## src/rtl/mem_ctrl.sv

```systemverilog
`default_nettype none
// ============================================================================
// Module      : mem_ctrl
// Description : Byte-wide single-port RAM controller shared by instruction
//               fetch and the MEM stage; MEM has fixed priority over IF.
//               Optional one-entry instruction buffer: MEM_CTRL_IBUF_EN.
// Revision    : 1.0 - initial release
// ============================================================================
module mem_ctrl #(
    parameter int RAM_AW = 17
) (
    input  logic              clk,
    input  logic              rst,
    input  logic              if_req,
    input  logic [31:0]       if_addr,
    input  logic              if_flush,
    output logic              if_done,
    output logic [31:0]       if_inst,
    input  logic              mem_req,
    input  logic              mem_we,
    input  logic [1:0]        mem_sel,
    input  logic [31:0]       mem_addr,
    input  logic [31:0]       mem_wdata,
    output logic              mem_done,
    output logic [31:0]       mem_rdata,
    output logic [RAM_AW-1:0] ram_a,
    output logic              ram_wr,
    output logic [7:0]        ram_dout,
    input  logic [7:0]        ram_din,
    output logic              stallreq_if,
    output logic              stallreq_mem
);

    typedef enum logic [1:0] {
        S_IDLE = 2'd0,
        S_RD   = 2'd1,
        S_WR   = 2'd2,
        S_DONE = 2'd3
    } state_t;

    state_t            state_q, state_d;
    logic              is_if_q, is_if_d;
    logic [RAM_AW-1:0] base_q, base_d;
    logic [2:0]        n_q, n_d;
    logic [2:0]        cnt_q, cnt_d;
    logic [31:0]       wdata_q, wdata_d;
    logic [31:0]       acc_q, acc_d;
    logic [RAM_AW-1:0] ram_a_q, ram_a_d;
    logic              ram_wr_q, ram_wr_d;
    logic [7:0]        ram_dout_q, ram_dout_d;
    logic              if_done_q, if_done_d;
    logic              mem_done_q, mem_done_d;
    logic [31:0]       if_inst_q, if_inst_d;
    logic [31:0]       mem_rdata_q, mem_rdata_d;

    logic [RAM_AW-1:0] w_if_a;
    logic [RAM_AW-1:0] w_mem_a;
    logic [RAM_AW-1:0] w_issue_a;
    logic [2:0]        w_mem_n;
    logic [2:0]        w_cnt_nx;
    logic [1:0]        w_cap_idx;
    logic [31:0]       w_acc_cap;
    logic [7:0]        w_wbyte;
    logic              w_unused_hi;

    assign w_if_a      = if_addr[RAM_AW-1:0];
    assign w_mem_a     = mem_addr[RAM_AW-1:0];
    assign w_unused_hi = ^{if_addr[31:RAM_AW], mem_addr[31:RAM_AW]};
    assign w_mem_n     = (mem_sel == 2'b00) ? 3'd1 : (mem_sel == 2'b01) ? 3'd2 : 3'd4;
    assign w_cnt_nx    = cnt_q + 3'd1;
    assign w_issue_a   = base_q + RAM_AW'(w_cnt_nx);
    assign w_wbyte     = wdata_q[{w_cnt_nx[1:0], 3'b000} +: 8];
    // Read data for byte k arrives two edges after it was issued, so the
    // byte captured when the counter reads c belongs to byte c-1.
    assign w_cap_idx   = cnt_q[1:0] - 2'd1;

    always_comb begin
        w_acc_cap = acc_q;
        w_acc_cap[{w_cap_idx, 3'b000} +: 8] = ram_din;
    end

`ifdef MEM_CTRL_IBUF_EN
    logic              ibuf_valid_q, ibuf_valid_d;
    logic [RAM_AW-1:0] ibuf_addr_q, ibuf_addr_d;
    logic [31:0]       ibuf_word_q, ibuf_word_d;
    logic [RAM_AW-1:0] w_fwd;
    logic [RAM_AW-1:0] w_bwd;
    logic              w_ibuf_hit;
    logic              w_ibuf_kill;
    logic              w_st_accept;
    logic              w_fill;

    // Modular distances catch overlap even when either range wraps.
    assign w_fwd       = w_mem_a - ibuf_addr_q;
    assign w_bwd       = ibuf_addr_q - w_mem_a;
    assign w_ibuf_hit  = ibuf_valid_q && (w_if_a == ibuf_addr_q);
    assign w_ibuf_kill = ibuf_valid_q &&
                         ((w_fwd < RAM_AW'(4)) || (w_bwd < RAM_AW'(w_mem_n)));
    assign w_st_accept = (state_q == S_IDLE) && mem_req && mem_we;
    assign w_fill      = (state_q == S_RD) && is_if_q && !if_flush && (cnt_q == n_q);

    always_comb begin
        ibuf_valid_d = ibuf_valid_q;
        ibuf_addr_d  = ibuf_addr_q;
        ibuf_word_d  = ibuf_word_q;
        if (w_fill) begin
            ibuf_valid_d = 1'b1;
            ibuf_addr_d  = base_q;
            ibuf_word_d  = w_acc_cap;
        end else if (w_st_accept && w_ibuf_kill) begin
            ibuf_valid_d = 1'b0;
        end
    end

    always_ff @(posedge clk or posedge rst) begin
        if (rst) begin
            ibuf_valid_q <= 1'b0;
            ibuf_addr_q  <= '0;
            ibuf_word_q  <= '0;
        end else begin
            ibuf_valid_q <= ibuf_valid_d;
            ibuf_addr_q  <= ibuf_addr_d;
            ibuf_word_q  <= ibuf_word_d;
        end
    end
`endif

    always_comb begin
        state_d     = state_q;
        is_if_d     = is_if_q;
        base_d      = base_q;
        n_d         = n_q;
        cnt_d       = cnt_q;
        wdata_d     = wdata_q;
        acc_d       = acc_q;
        ram_a_d     = ram_a_q;
        ram_wr_d    = 1'b0;
        ram_dout_d  = ram_dout_q;
        if_done_d   = 1'b0;
        mem_done_d  = 1'b0;
        if_inst_d   = if_inst_q;
        mem_rdata_d = mem_rdata_q;

        case (state_q)
            S_IDLE: begin
                if (mem_req) begin
                    is_if_d = 1'b0;
                    base_d  = w_mem_a;
                    n_d     = w_mem_n;
                    cnt_d   = 3'd0;
                    acc_d   = '0;
                    wdata_d = mem_wdata;
                    ram_a_d = w_mem_a;
                    if (mem_we) begin
                        state_d    = S_WR;
                        ram_wr_d   = 1'b1;
                        ram_dout_d = mem_wdata[7:0];
                    end else begin
                        state_d = S_RD;
                    end
                end else if (if_req) begin
`ifdef MEM_CTRL_IBUF_EN
                    if (w_ibuf_hit) begin
                        state_d   = S_DONE;
                        if_done_d = 1'b1;
                        if_inst_d = ibuf_word_q;
                    end else
`endif
                    begin
                        state_d = S_RD;
                        is_if_d = 1'b1;
                        base_d  = w_if_a;
                        n_d     = 3'd4;
                        cnt_d   = 3'd0;
                        acc_d   = '0;
                        ram_a_d = w_if_a;
                    end
                end
            end

            S_RD: begin
                if (is_if_q && if_flush) begin
                    state_d = S_IDLE;
                end else begin
                    cnt_d = w_cnt_nx;
                    if (w_cnt_nx < n_q) begin
                        ram_a_d = w_issue_a;
                    end
                    if (cnt_q != 3'd0) begin
                        acc_d = w_acc_cap;
                    end
                    if (cnt_q == n_q) begin
                        state_d = S_DONE;
                        if (is_if_q) begin
                            if_done_d = 1'b1;
                            if_inst_d = w_acc_cap;
                        end else begin
                            mem_done_d  = 1'b1;
                            mem_rdata_d = w_acc_cap;
                        end
                    end
                end
            end

            S_WR: begin
                if (w_cnt_nx < n_q) begin
                    cnt_d      = w_cnt_nx;
                    ram_a_d    = w_issue_a;
                    ram_dout_d = w_wbyte;
                    ram_wr_d   = 1'b1;
                end else begin
                    state_d    = S_DONE;
                    mem_done_d = 1'b1;
                end
            end

            default: begin
                state_d = S_IDLE;
            end
        endcase
    end

    always_ff @(posedge clk or posedge rst) begin
        if (rst) begin
            state_q     <= S_IDLE;
            is_if_q     <= 1'b0;
            base_q      <= '0;
            n_q         <= '0;
            cnt_q       <= '0;
            wdata_q     <= '0;
            acc_q       <= '0;
            ram_a_q     <= '0;
            ram_wr_q    <= 1'b0;
            ram_dout_q  <= '0;
            if_done_q   <= 1'b0;
            mem_done_q  <= 1'b0;
            if_inst_q   <= '0;
            mem_rdata_q <= '0;
        end else begin
            state_q     <= state_d;
            is_if_q     <= is_if_d;
            base_q      <= base_d;
            n_q         <= n_d;
            cnt_q       <= cnt_d;
            wdata_q     <= wdata_d;
            acc_q       <= acc_d;
            ram_a_q     <= ram_a_d;
            ram_wr_q    <= ram_wr_d;
            ram_dout_q  <= ram_dout_d;
            if_done_q   <= if_done_d;
            mem_done_q  <= mem_done_d;
            if_inst_q   <= if_inst_d;
            mem_rdata_q <= mem_rdata_d;
        end
    end

    assign if_done      = if_done_q;
    assign if_inst      = if_inst_q;
    assign mem_done     = mem_done_q;
    assign mem_rdata    = mem_rdata_q;
    assign ram_a        = ram_a_q;
    assign ram_wr       = ram_wr_q;
    assign ram_dout     = ram_dout_q;
    assign stallreq_if  = if_req & ~if_done_q;
    assign stallreq_mem = mem_req & ~mem_done_q;

endmodule
`default_nettype wire

```

## config.mk

```make
export PLATFORM = sky130hd
export DESIGN_NAME = mem_ctrl
export DESIGN_NICKNAME = d
export VERILOG_FILES = /design/src/rtl/mem_ctrl.sv
export SDC_FILE = /design/constraint.sdc
export NUM_CORES = 1
export LEC_CHECK = 0
export ABC_AREA = 1
export BUFFER_PORTS_ARGS = -buffer_cell sky130_fd_sc_hd__buf_2
export CAP_MARGIN = 10
export CORE_MARGIN = 4
export CORE_UTILIZATION = 54
export CTS_CLUSTER_DIAMETER = 40
export DETAILED_ROUTE_END_ITERATION = 12
export PLACE_DENSITY_LB_ADDON = 0.1
export REMOVE_ABC_BUFFERS = 1
export SKIP_LAST_GASP = 1
export SLEW_MARGIN = 20
export SYNTH_ARGS = -nofsm -noshare
export SYNTH_HDL_FRONTEND = slang
export SYNTH_SLANG_ARGS = --single-unit
```

## constraint.sdc

```tcl
create_clock -name clk -period 7.5 [get_ports clk]
set_clock_uncertainty 0.15 [all_clocks]
set_input_delay 1.125 -clock clk [delete_from_list [all_inputs] [get_ports clk]]
set_output_delay 1.125 -clock clk [all_outputs]
set_load 0.02 [all_outputs]
```

======== Word-level counts from Yosys, hierarchy flattened ========
Index checks and enable logic that the tools add are counted.
storage, ports and cells
  flip-flop bits (word level) ............. 182
  bits in latches ......................... 0
  bits in writable memories ............... 0
  ROM bits ................................ 0
  input bits .............................. 112
  word-level logic and storage cells ...... 103
  memories ................................ 0
cells by class
  $add $sub $neg .......................... 4
  multiply operators ...................... 0
  divide/modulo/power cells ............... 0
  magnitude comparators ................... 1
  equal/unequal tests ..................... 12
  shift operators ......................... 3
  multiplexer cells ....................... 46
  bitwise gates (word level) .............. 6
  reductions and logical operators ........ 17
operators with widths
  cell                      count
  $mux W32                  4
  $mux W17                  4
  $pmux W32 S2              1
  $pmux W17 S3              1
  $bwmux W32                1
  $shift A8 B7 Y32 const A  1
  $shiftx A32 B6 Y8         1
  $shiftx A8 B7 Y32         1
  $mux W3                   8
  $mux W8                   3
  $reduce_and A4 Y1         5
  $add A17 B3 Y17           1
  $pmux W8 S2               1
  $mux W1                   13
  $mux W2                   6
  $ne A2 B2 Y1 const B      6
  $pmux W3 S3               1
  $neg A5 Y7                1
  $ne A3 B3 Y1 const B      2
  $pmux W2 S3               1
  $reduce_and A3 Y1         2
  $reduce_bool A2 Y1        3
  $reduce_bool A3 Y1        2
  $eq A2 B1 Y1 const B      2
  other kinds (11)          18

======== Logic depth before layout (Yosys ltp) ========
Gate-level depths: netlist of the first run.
  depth after elaboration ................. 7
  gate-level depth with buffers ........... 15
  depth with buffers taken out ............ 13

======== Least setup slack after synthesis of the first run ========
No wires, ideal clock.
  path type ............................... input to output
  start point ............................. input mem_req
  end point ............................... output stallreq_mem
  arrival time ............................ 1,777 ps
  setup slack ............................. 4,448 ps
  stages .................................. 4
  buffers on the path ..................... 2
  cell sequence ........................... buf_4 -> inv_4 -> buf_2 -> nor2_1
between the ends
  longest elaborated chain between the ends .. 1
ends and longest elaborated chain
  item           RTL line  RTL
  from (decl)    19        input logic mem_req,
  $and A1 B1 Y1  265       assign stallreq_mem = mem_req & ~mem_done_q;
  to (decl)      31        output logic stallreq_mem
Every way passes these cells.

======== Final worst setup path of the first run ========
  start point ............................. register cnt_q[0]
  end point ............................... register ram_a_q[16], in the netlist ram_a[16]
between the ends
  longest elaborated chain between the ends .. 5
  elaborated cells on any way between the ends .. 6
ends and longest elaborated chain
  item                                                    RTL line      RTL
  from (decl)                                             45            logic [2:0] cnt_q, cnt_d;
  from (signal assigned)                                  244           cnt_q <= cnt_d;
  $add A3 B1 Y3 (*)                                       70            assign w_cnt_nx = cnt_q + 3'd1;
  $add A17 B3 Y17 / $lt A3 B3 Y1 (equally long branches)  71, 186, 206
  $mux W17 (*)                                            186, 206
  $mux W17                                                182           if (is_if_q && if_flush) begin
  $pmux W17 S3 (*)                                        144           case (state_q)
  to (signal assigned)                                    247           ram_a_q <= ram_a_d;
  to (decl)                                               48            logic [RAM_AW-1:0] ram_a_q, ram_a_d;
Every way passes the cells marked *; elsewhere a longest branch is shown, timed or not. The select of a mux whose other input is x is not followed.
A chain may end at the register's enable or synchronous reset.

==> flow_metrics.env, run 1 <==
export IMPL_cp_top_family="adder cells"
export IMPL_finalHoldViolCount=0
export IMPL_hpwlAfterDp_um=14700
export IMPL_htree_levels=4
export IMPL_path_cells="buf_4, inv_2, ha_1, inv_2, fa_1, inv_1, nand3_1, nand2_1, nand2_1, o21ai_0, nand3_1, nand2_1, nand2_1"
export IMPL_most_common_layout_cells="447 x nand2_1, 182 x dfrtp_1, 175 x buf_2, 96 x inv_1, 69 x nand3_1"
export IMPL_post_route_period_util_pct=55.8
export IMPL_syn_avg_cell_area_um2=7.87
export IMPL_setup_viol_count_final=0
export IMPL_endpoint_kind="register"
export IMPL_startpoint_type="register"
export IMPL_cp_buffers_inverters=4
export IMPL_io_buffers=175
export IMPL_cts_tree="built"
export IMPL_root_buffer="clkbuf_16"
export IMPL_drt_iter0_drc=605
export IMPL_cts_hold_fix_buffers=0
export IMPL_min_delay_start="mem_rdata[24]"
export IMPL_grt_usage_pct=25.0
export IMPL_finalWirelength_um=22500
export IMPL_p_leak_uw=0.00552
export IMPL_reg2reg_slack_ps=3310
export IMPL_final_setup_tns_ps=0
export IMPL_slew_headroom_pct=32.9
export IMPL_holdPathStages=2
export IMPL_fmax_mhz=239
export IMPL_yosysSeqAreaShare_pct=51.3
export IMPL_post_route_min_period_ps=4190
export IMPL_total_power_uw=4710
export IMPL_tightest_slew_ps=1010
export IMPL_multi_input_area_mm2=0.00364
export IMPL_firstDrtPassIters=5
export IMPL_drc_errors=0
export IMPL_core_area_mm2=0.0160
export IMPL_worstRegToRegCells=13
export IMPL_finalNonFillerCells=1506
export IMPL_synth_warnings=0
export IMPL_synth_cells=1127
export IMPL_cts_reportedPaths_clkPinSlew_ps=70
export IMPL_wl_per_cell_um=15.0
export IMPL_ant_nets=0
export IMPL_route_vias_total=7886
export IMPL_path_class="reg -> reg"
export IMPL_vias_per_cell=5.24
export IMPL_cpPeakStageDelay_ps=830
export IMPL_synth_cell_area_mm2=0.00887
export IMPL_clkSinkCount=182
export IMPL_cts_buffers=17
export IMPL_final_nets=1405
export IMPL_finalMaxSlewViolations=0
export IMPL_fill_cells=1457
export IMPL_die_x_um=136
export IMPL_io_pins=206
export IMPL_clk_path_buf_depth=2
export IMPL_hp_class="reg -> reg"
export IMPL_maxCapViolCount=0
export IMPL_ys_ff_latch=182
export IMPL_regArea_mm2=0.00455
export IMPL_drive_gt1_share_pct=18.2
export IMPL_dieArea_mm2=0.0186
export IMPL_fp_dieH_um=136
export IMPL_fin_util_pct=65.0
export IMPL_start_util_pct=55.5
export IMPL_hold_end="mem_rdata[24]"
export IMPL_grt_overflow=0
export IMPL_ctsResizeCount=0
export IMPL_gp_congestion=0.786
export IMPL_ir_drop_uv=259
export IMPL_status="completed"
export IMPL_reg2reg_from="cnt_q[0]"
export IMPL_r2r_end="ram_a[16]"
export IMPL_critPathRequiredTime_ps=7680
export IMPL_post_cts_setup_buffers=0
export IMPL_grt_pass1_wl_um=37200
export IMPL_final_common_cell="nand2_1"
export IMPL_dp_cells=1472
export IMPL_cp_max_fo=21
export IMPL_path_common_cell="nand2_1"
export IMPL_grt_pass1_vias=7582
export IMPL_core_rowCount=46
export IMPL_insertion_delay_ps=430
export IMPL_syn_to_final_growth_pct=17.3
export IMPL_crit_slowest_cell="ha_1"
export IMPL_antenna_found_initial=1
export IMPL_whs_ps=319
export IMPL_grt_max_degree=89
export IMPL_cp_arrival_ps=4360
export IMPL_powerDensity_mw_per_mm2=452
export IMPL_ys_types=36
export IMPL_rsz0062_at_grt="no"
==> through the flow <==
step	setup slack, ps	instance area, um^2
global route	2910	10400
global placement	3340	9800
CTS	3270	10400
detailed placement	3310	9800
finish	3310	10400
floorplan	1280	8600
==> cells by family (layout without fill, tap and decap cells) <==
group	after synthesis	after routing	share of synthesized area (%)
xor gates and xnor gates	2	2	0.197
and+or+nand+nor	613	613	28.8
AOI/OAI and AO/OA	152	152	9.36
buffers and inverters	159	320	7.61
other	0	2	0
adders and majority gates	18	18	2.62
DFF	182	182	51.3
muxes	1	1	0.113
==> registers in the layout (all words and copies together) (netlist names), 2 cells and up <==
signal     count
acc_q         32
base_q        17
cnt_q          3
if_inst       32
mem_rdata     32
n_q            3
ram_a         17
ram_dout       8
state_q        2
wdata_q       32
==> metal layers <==
layer | track usage, % | wire (um) | part of all wire (%)
met1 | 36.5 | 10700 | 47
met2 | 38.9 | 10300 | 46
met3 | 4.81 | 1310 | 5.8
met4 | 5.94 | 244 | 1.1
met5 | 0 | 0 | 0
==> worst reg2reg max path, cell delays in order (launching register included) <==
cell and delay [ps]:
dfrtp_1 680, buf_4 360, inv_2 240, ha_1 840, inv_2 330, fa_1 480
inv_1 100, nand3_1 70, nand2_1 240, nand2_1 180, o21ai_0 180, nand3_1 90
nand2_1 90, nand2_1 40
==> cell type report <==
type	instances	area share, %
inverters	107	3.93
repair buffers	181	8.85
diodes	2	0.0481
clock inverters	14	1.56
well taps	216	2.60
flip-flops and latches	182	43.8
clock buffers	18	4.22
multi-input cells	786	35.0
==> worst max-delay path by stage <==
stage / from / to / slack [ps] / cells after the start
global route: cnt_q[0] / ram_a[16] / 2910 / 13
finish: cnt_q[0] / ram_a[16] / 3310 / 13
floorplan: rst / acc_q[0] / 1280 / 1
global placement: cnt_q[0] / ram_a[16] / 3340 / 13
detailed placement: cnt_q[0] / ram_a[14] / 3310 / 13
CTS: cnt_q[0] / ram_a[14] / 3270 / 13
==> where the power goes <==
part	internal (uW)	switching, uW
registers	1360	236
clock network	512	409
logic	661	1530
total	2530	2170
==> Yosys cell counts <==
cell | n | share of area (%)
nand2_1 | 447 | 19
dfrtp_1 | 182 | 51
inv_1 | 97 | 4.1
nand3_1 | 69 | 3.9
nor2_1 | 55 | 2.3
o21ai_0 | 50 | 2.8
o21ai_1 | 49 | 2.8
nand4_1 | 32 | 2.3
buf_2 | 22 | 1.2
clkbuf_1 | 17 | 0.72
ha_1 | 17 | 2.4
o22ai_1 | 17 | 1.2
a21oi_1 | 15 | 0.85
inv_2 | 8 | 0.34
o21a_1 | 8 | 0.68
buf_4 | 7 | 0.59
a31oi_1 | 6 | 0.42
buf_1 | 3 | 0.13
buf_6 | 3 | 0.38
nor2_4 | 3 | 0.38
a21oi_2 | 2 | 0.20
nand3_4 | 2 | 0.39
o211ai_1 | 2 | 0.17
xor2_1 | 2 | 0.20
clkinv_1 | 1 | 0.042
fa_1 | 1 | 0.23
inv_4 | 1 | 0.071
mux2i_1 | 1 | 0.11
nand2_2 | 1 | 0.071
nand3_2 | 1 | 0.11
nand3b_1 | 1 | 0.085
nand4_2 | 1 | 0.14
nor3b_4 | 1 | 0.21
o21ai_2 | 1 | 0.099
o21bai_1 | 1 | 0.085
o31ai_1 | 1 | 0.085
(Power assumes the default switching activity.)
==> run 2, diff against run 1 <==
==> constraint.sdc (replaced) <==
create_clock -name clk -period 4.1 [get_ports clk]
set_clock_uncertainty 0.15 [all_clocks]
set_input_delay 0.615 -clock clk [delete_from_list [all_inputs] [get_ports clk]]
set_output_delay 0.615 -clock clk [all_outputs]
set_load 0.02 [all_outputs]
==> run 2 against run 1 <==
- sequential share of layout area fell by 0.56 points
- combinational power rose by 84%
- cell count rose by 0.40%
- worst setup slack got worse by 2500 ps
- die area did not move
- power rose by 87%
- count of clock-buffer cells in the layout rose by 1
- non-clock buffer count rose by 8
- first-iteration DRC count fell by 2.8%
- fmax rose by 25%
- highest routed layer unchanged
==> flow_metrics.env, run 2 (synthesized netlist as in run 1, its figures left out) <==
export IMPL_cts_hold_fix_buffers=0
export IMPL_fmax_mhz=300
export IMPL_root_buffer="clkbuf_16"
export IMPL_clk_path_buf_depth=2
export IMPL_finalHoldViolCount=0
export IMPL_p_leak_uw=0.00558
export IMPL_finalWirelength_um=22500
export IMPL_ctsResizeCount=0
export IMPL_reg2reg_from="cnt_q[0]"
export IMPL_core_rowCount=46
export IMPL_fp_dieH_um=136
export IMPL_syn_to_final_growth_pct=18.8
export IMPL_dieArea_mm2=0.0186
export IMPL_core_area_mm2=0.0160
export IMPL_post_cts_setup_buffers=0
export IMPL_startpoint_type="register"
export IMPL_setup_viol_count_final=0
export IMPL_io_pins=206
export IMPL_die_x_um=136
export IMPL_tightest_slew_ps=764
export IMPL_placed_area_mm2=0.00987
export IMPL_whs_ps=172
export IMPL_drc_errors=0
export IMPL_cts_reportedPaths_clkPinSlew_ps=70
export IMPL_wl_per_cell_um=14.9
export IMPL_final_common_cell="nand2_1"
export IMPL_fin_area_mm2=0.0105
export IMPL_antenna_found_initial=0
export IMPL_reg2reg_slack_ps=760
export IMPL_critPathRequiredTime_ps=4320
export IMPL_htree_levels=4
export IMPL_post_route_min_period_ps=3340
export IMPL_ir_drop_uv=625
export IMPL_finalMaxSlewViolations=0
export IMPL_drt_iter0_drc=588
export IMPL_post_route_period_util_pct=81.4
export IMPL_fill_cells=1433
export IMPL_endpoint_kind="register"
export IMPL_final_nets=1413
export IMPL_hpwlAfterDp_um=14700
export IMPL_most_common_layout_cells="447 x nand2_1, 182 x dfrtp_1, 175 x buf_2, 96 x inv_1, 69 x nand3_1"
export IMPL_cp_max_fo=41
export IMPL_ant_nets=0
export IMPL_maxCapViolCount=0
export IMPL_cts_tree="built"
export IMPL_status="completed"
export IMPL_firstDrtPassIters=5
export IMPL_gp_congestion=0.815
export IMPL_route_vias_total=7896
export IMPL_path_class="reg -> reg"
export IMPL_vias_per_cell=5.22
export IMPL_clkSinkCount=182
export IMPL_drive_gt1_share_pct=18.8
export IMPL_cts_buffers=17
export IMPL_powerDensity_mw_per_mm2=836
export IMPL_hp_class="in -> async"
export IMPL_grt_overflow=0
export IMPL_antenna_cells=0
export IMPL_grt_pass1_wl_um=37200
export IMPL_rsz0062_at_grt="no"
export IMPL_grt_pass1_vias=7528
export IMPL_io_buffers=175
export IMPL_grt_max_degree=83
export IMPL_cp_arrival_ps=3560
export IMPL_worstRegToRegCells=12
export IMPL_slew_headroom_pct=49.1
export IMPL_start_util_pct=55.5
export IMPL_insertion_delay_ps=430
export IMPL_r2r_end="if_inst[6]"
export IMPL_grt_usage_pct=25.1
run 2: worst max-delay path: stages (launching register included):
cell and delay, ps:
dfrtp_1 720, buf_4 360, ha_1 270, o21bai_1 150
nor2_1 80, nand2_1 90, inv_2 50, buf_4 310
nand3_2 90, buf_4 300, inv_2 460, nand2_1 150
nand2_1 90
run 2: how the worst max path moves through the flow:
stage                     cells past startpoint         end     start
final                                        12  if_inst[6]  cnt_q[0]
after global routing                         12  if_inst[6]  cnt_q[0]
after CTS                                    12  if_inst[6]  cnt_q[0]
after detailed placement                     12  if_inst[6]  cnt_q[0]
after global placement                       12  if_inst[6]  cnt_q[0]
after floorplan                               1    acc_q[0]       rst
run 2: cell type report:
cell class	count	area [um^2]	share of cell area, %
timing repair buffer	189	993	9.43
clock buffer	19	453	4.30
inverter	107	409	3.88
tap	216	270	2.56
sequential	182	4550	43.2
multi-input combinational	786	3640	34.6
clock inverter	13	215	2.04
run 2: where the power goes:
part | switching (uW) | internal [uW] | total, uW | leakage (uW)
clock | 724 | 1120 | 1850 | 0.000325
sequential | 438 | 2490 | 2930 | 0.00233
combinational | 2790 | 1250 | 4040 | 0.00293
run 2: stage by stage:
| stage | TNS, ps | setup WS, ps | total power, uW | std cells | utilization, % |
|---|---|---|---|---|---|
| 4_1_cts | 0 | 786 | 8870 | 1512 | 65.9 |
| 5_1_grt | 0 | 509 | 9530 | 1512 | 65.9 |
| 6_report | 0 | 763 | 8810 | 1512 | 65.9 |
| 2_1_floorplan | -292780 | -1610 | 5650 | 1075 | - |
| 3_5_place_dp | 0 | 800 | 6990 | 1480 | 61.7 |
| 3_3_place_gp | 0 | 849 | 6910 | 1480 | 61.7 |
run 2: per-layer routing:
| metal | vias up | track usage [%] | wire [um] |
|---|---|---|---|
| met2 | 264 | 40.1 | 10500 |
| met3 | 20 | 5.00 | 1500 |
| met5 | - | 0 | 0 |
| met1 | 3698 | 35.7 | 10400 |
| met4 | 0 | 5.71 | 199 |
| li1 | 3914 | - | - |
==> run 3, diff against run 2 <==
--- a/config.mk
+++ b/config.mk
@@ -9,7 +9,7 @@
 export BUFFER_PORTS_ARGS = -buffer_cell sky130_fd_sc_hd__buf_2
 export CAP_MARGIN = 10
 export CORE_MARGIN = 4
-export CORE_UTILIZATION = 54
+export CORE_UTILIZATION = 49
 export CTS_CLUSTER_DIAMETER = 40
 export DETAILED_ROUTE_END_ITERATION = 12
 export PLACE_DENSITY_LB_ADDON = 0.1
==> constraint.sdc (replaced) <==
create_clock -name clk -period 2.91 [get_ports clk]
set_clock_uncertainty 0.15 [all_clocks]
set_input_delay 0.4365 -clock clk [delete_from_list [all_inputs] [get_ports clk]]
set_output_delay 0.4365 -clock clk [all_outputs]
set_load 0.02 [all_outputs]
==> run 3 against run 2 <==
- power is 39% higher
- register-to-register slack got worse by 490 ps
- global-route usage shrank 2.5 points
- cell count increased by 1.4%
- critical endpoint is now if_inst[17]
- highest routed layer is now met5
- largest cell class unchanged
- largest power group unchanged
==> flow_metrics.env, run 3 (synthesized netlist as in run 1, its figures left out) <==
export IMPL_cp_max_fo=9
export IMPL_post_cts_setup_buffers=0
export IMPL_cp_buffers_inverters=3
export IMPL_p_leak_uw=0.00561
export IMPL_path_cells="inv_1, ha_1, buf_4, nor2_4, nand3_1, o22ai_1, inv_1, o21ai_1"
export IMPL_vias_per_cell=5.10
export IMPL_most_common_layout_cells="447 x nand2_1, 182 x dfrtp_1, 175 x buf_2, 96 x inv_1, 69 x nand3_1"
export IMPL_fmax_mhz=380
export IMPL_antenna_found_initial=2
export IMPL_tightest_slew_ps=566
export IMPL_whs_ps=43.0
export IMPL_fin_area_mm2=0.0106
export IMPL_ant_nets=0
export IMPL_clkSinkCount=182
export IMPL_cp_top_family="simple AND/OR/NAND/NOR gates"
export IMPL_fp_dieH_um=143
export IMPL_hold_end="wdata_q[18]"
export IMPL_drc_errors=0
export IMPL_status="completed"
export IMPL_r2r_end="if_inst[17]"
export IMPL_start_util_pct=50.6
export IMPL_powerDensity_mw_per_mm2=1160
export IMPL_final_common_cell="nand2_1"
export IMPL_maxCapViolCount=0
export IMPL_reg2reg_from="cnt_q[1]"
export IMPL_post_route_min_period_ps=2630
export IMPL_cts_buffers=17
export IMPL_cp_arrival_ps=2830
export IMPL_root_buffer="clkbuf_16"
export IMPL_route_vias_total=7822
export IMPL_io_buffers=175
export IMPL_grt_pass1_vias=7403
export IMPL_core_area_mm2=0.0175
export IMPL_path_class="reg -> reg"
export IMPL_finalHoldViolCount=0
export IMPL_startpoint_type="register"
export IMPL_htree_levels=4
export IMPL_grt_overflow=0
export IMPL_wl_per_cell_um=14.7
export IMPL_path_common_cell="inv_1"
export IMPL_ctsResizeCount=0
export IMPL_slew_headroom_pct=62.3
export IMPL_worstRegToRegCells=8
export IMPL_final_setup_tns_ps=0
export IMPL_die_x_um=143
export IMPL_hpwlAfterDp_um=15400
export IMPL_ir_drop_uv=647
export IMPL_insertion_delay_ps=430
export IMPL_min_delay_start="mem_wdata[18]"
export IMPL_reg2reg_slack_ps=280
export IMPL_final_nets=1424
export IMPL_crit_slowest_cell="dfrtp_1"
export IMPL_grt_pass1_wl_um=37000
export IMPL_setup_viol_count_final=0
export IMPL_clk_path_buf_depth=2
export IMPL_syn_to_final_growth_pct=19.1
export IMPL_firstDrtPassIters=5
export IMPL_cpPeakStageDelay_ps=450
export IMPL_critPathRequiredTime_ps=3110
export IMPL_fill_cells=1663
export IMPL_core_rowCount=48
export IMPL_hp_class="in -> reg"
export IMPL_crit_cells=8
export IMPL_finalNonFillerCells=1533
export IMPL_holdPathStages=3
export IMPL_cts_tree="built"
export IMPL_total_power_uw=12300
export IMPL_dp_cells=1499
export IMPL_placed_area_mm2=0.00997
export IMPL_endpoint_kind="register"
export IMPL_grt_usage_pct=22.5
export IMPL_grt_max_degree=96
export IMPL_drt_iter0_drc=450
export IMPL_cts_reportedPaths_clkPinSlew_ps=70
export IMPL_dieArea_mm2=0.0203
export IMPL_finalWirelength_um=22500
export IMPL_rsz0062_at_grt="no"
export IMPL_drive_gt1_share_pct=19.4
export IMPL_finalMaxSlewViolations=0
export IMPL_io_pins=206
export IMPL_post_route_period_util_pct=90.5
export IMPL_gp_congestion=0.797
-- run 3: cell types whose count changed in the layout (fill, tap and decap cells not counted) --
| cell | change |
|---|---|
| buf_12 | +1 |
| clkinv_2 | +3 |
| clkinvlp_4 | +1 |
| clkbuf_8 | -1 |
| dlygate4sd3_1 | +1 |
| bufinv_16 | -3 |
| buf_4 | +9 |
| diode_2 | +1 |
-- run 3: how the worst max path moves through the flow --
stage / start / end
2_1_floorplan: rst / acc_q[0]
3_3_place_gp: cnt_q[1] / ram_a[16]
3_5_place_dp: cnt_q[1] / if_inst[17]
4_1_cts: cnt_q[1] / ram_a[14]
5_1_grt: cnt_q[1] / ram_a[16]
6_report: cnt_q[1] / if_inst[17]
-- run 3: layer usage --
layer / wire (um) / up-vias / GRT usage, %
met5: 7 / - / 0
met4: 331 / 2 / 6.45
met3: 1330 / 25 / 4.57
met2: 10300 / 212 / 34.4
met1: 10600 / 3647 / 32.9
li1: - / 3936 / -
-- run 3: repair_timing --
item                                    CTS  global route
hold endpoints to repair                 13             0
hold buffers                              1             0
endpoints found under the setup margin    0             0
-- run 3: worst reg2reg max path, delay by kind of cell, from the launching register on --
family	cells	cell delay, ps
adder cells (fa/ha/maj)	1	400
AND/OR/NAND/NOR	2	560
buffers and inverters	3	460
AO/OA/AOI/OAI	2	540
flip-flops	1	450
-- run 3: power by group --
part,switching (uW),internal [uW]
clock,1010,1300
combinational,3980,1890
sequential,578,3500
-- run 3: cell type report --
cell class,count,area [um^2],area share (%)
tap,225,282,2.66
multi-input combinational,786,3640,34.5
inverter,107,409,3.87
sequential,182,4550,43.1
clock buffer,18,439,4.15
antenna,1,2.50,0.0237
clock inverter,14,148,1.40
timing repair buffer,200,1090,10.3
-- run 3: metrics by stage --
stage          worst slack, ps  util, %
6_report                   277     60.3
2_1_floorplan            -2620        -
5_1_grt                    100     60.3
3_5_place_dp               366     56.9
3_3_place_gp               380     56.9
4_1_cts                    352     60.3
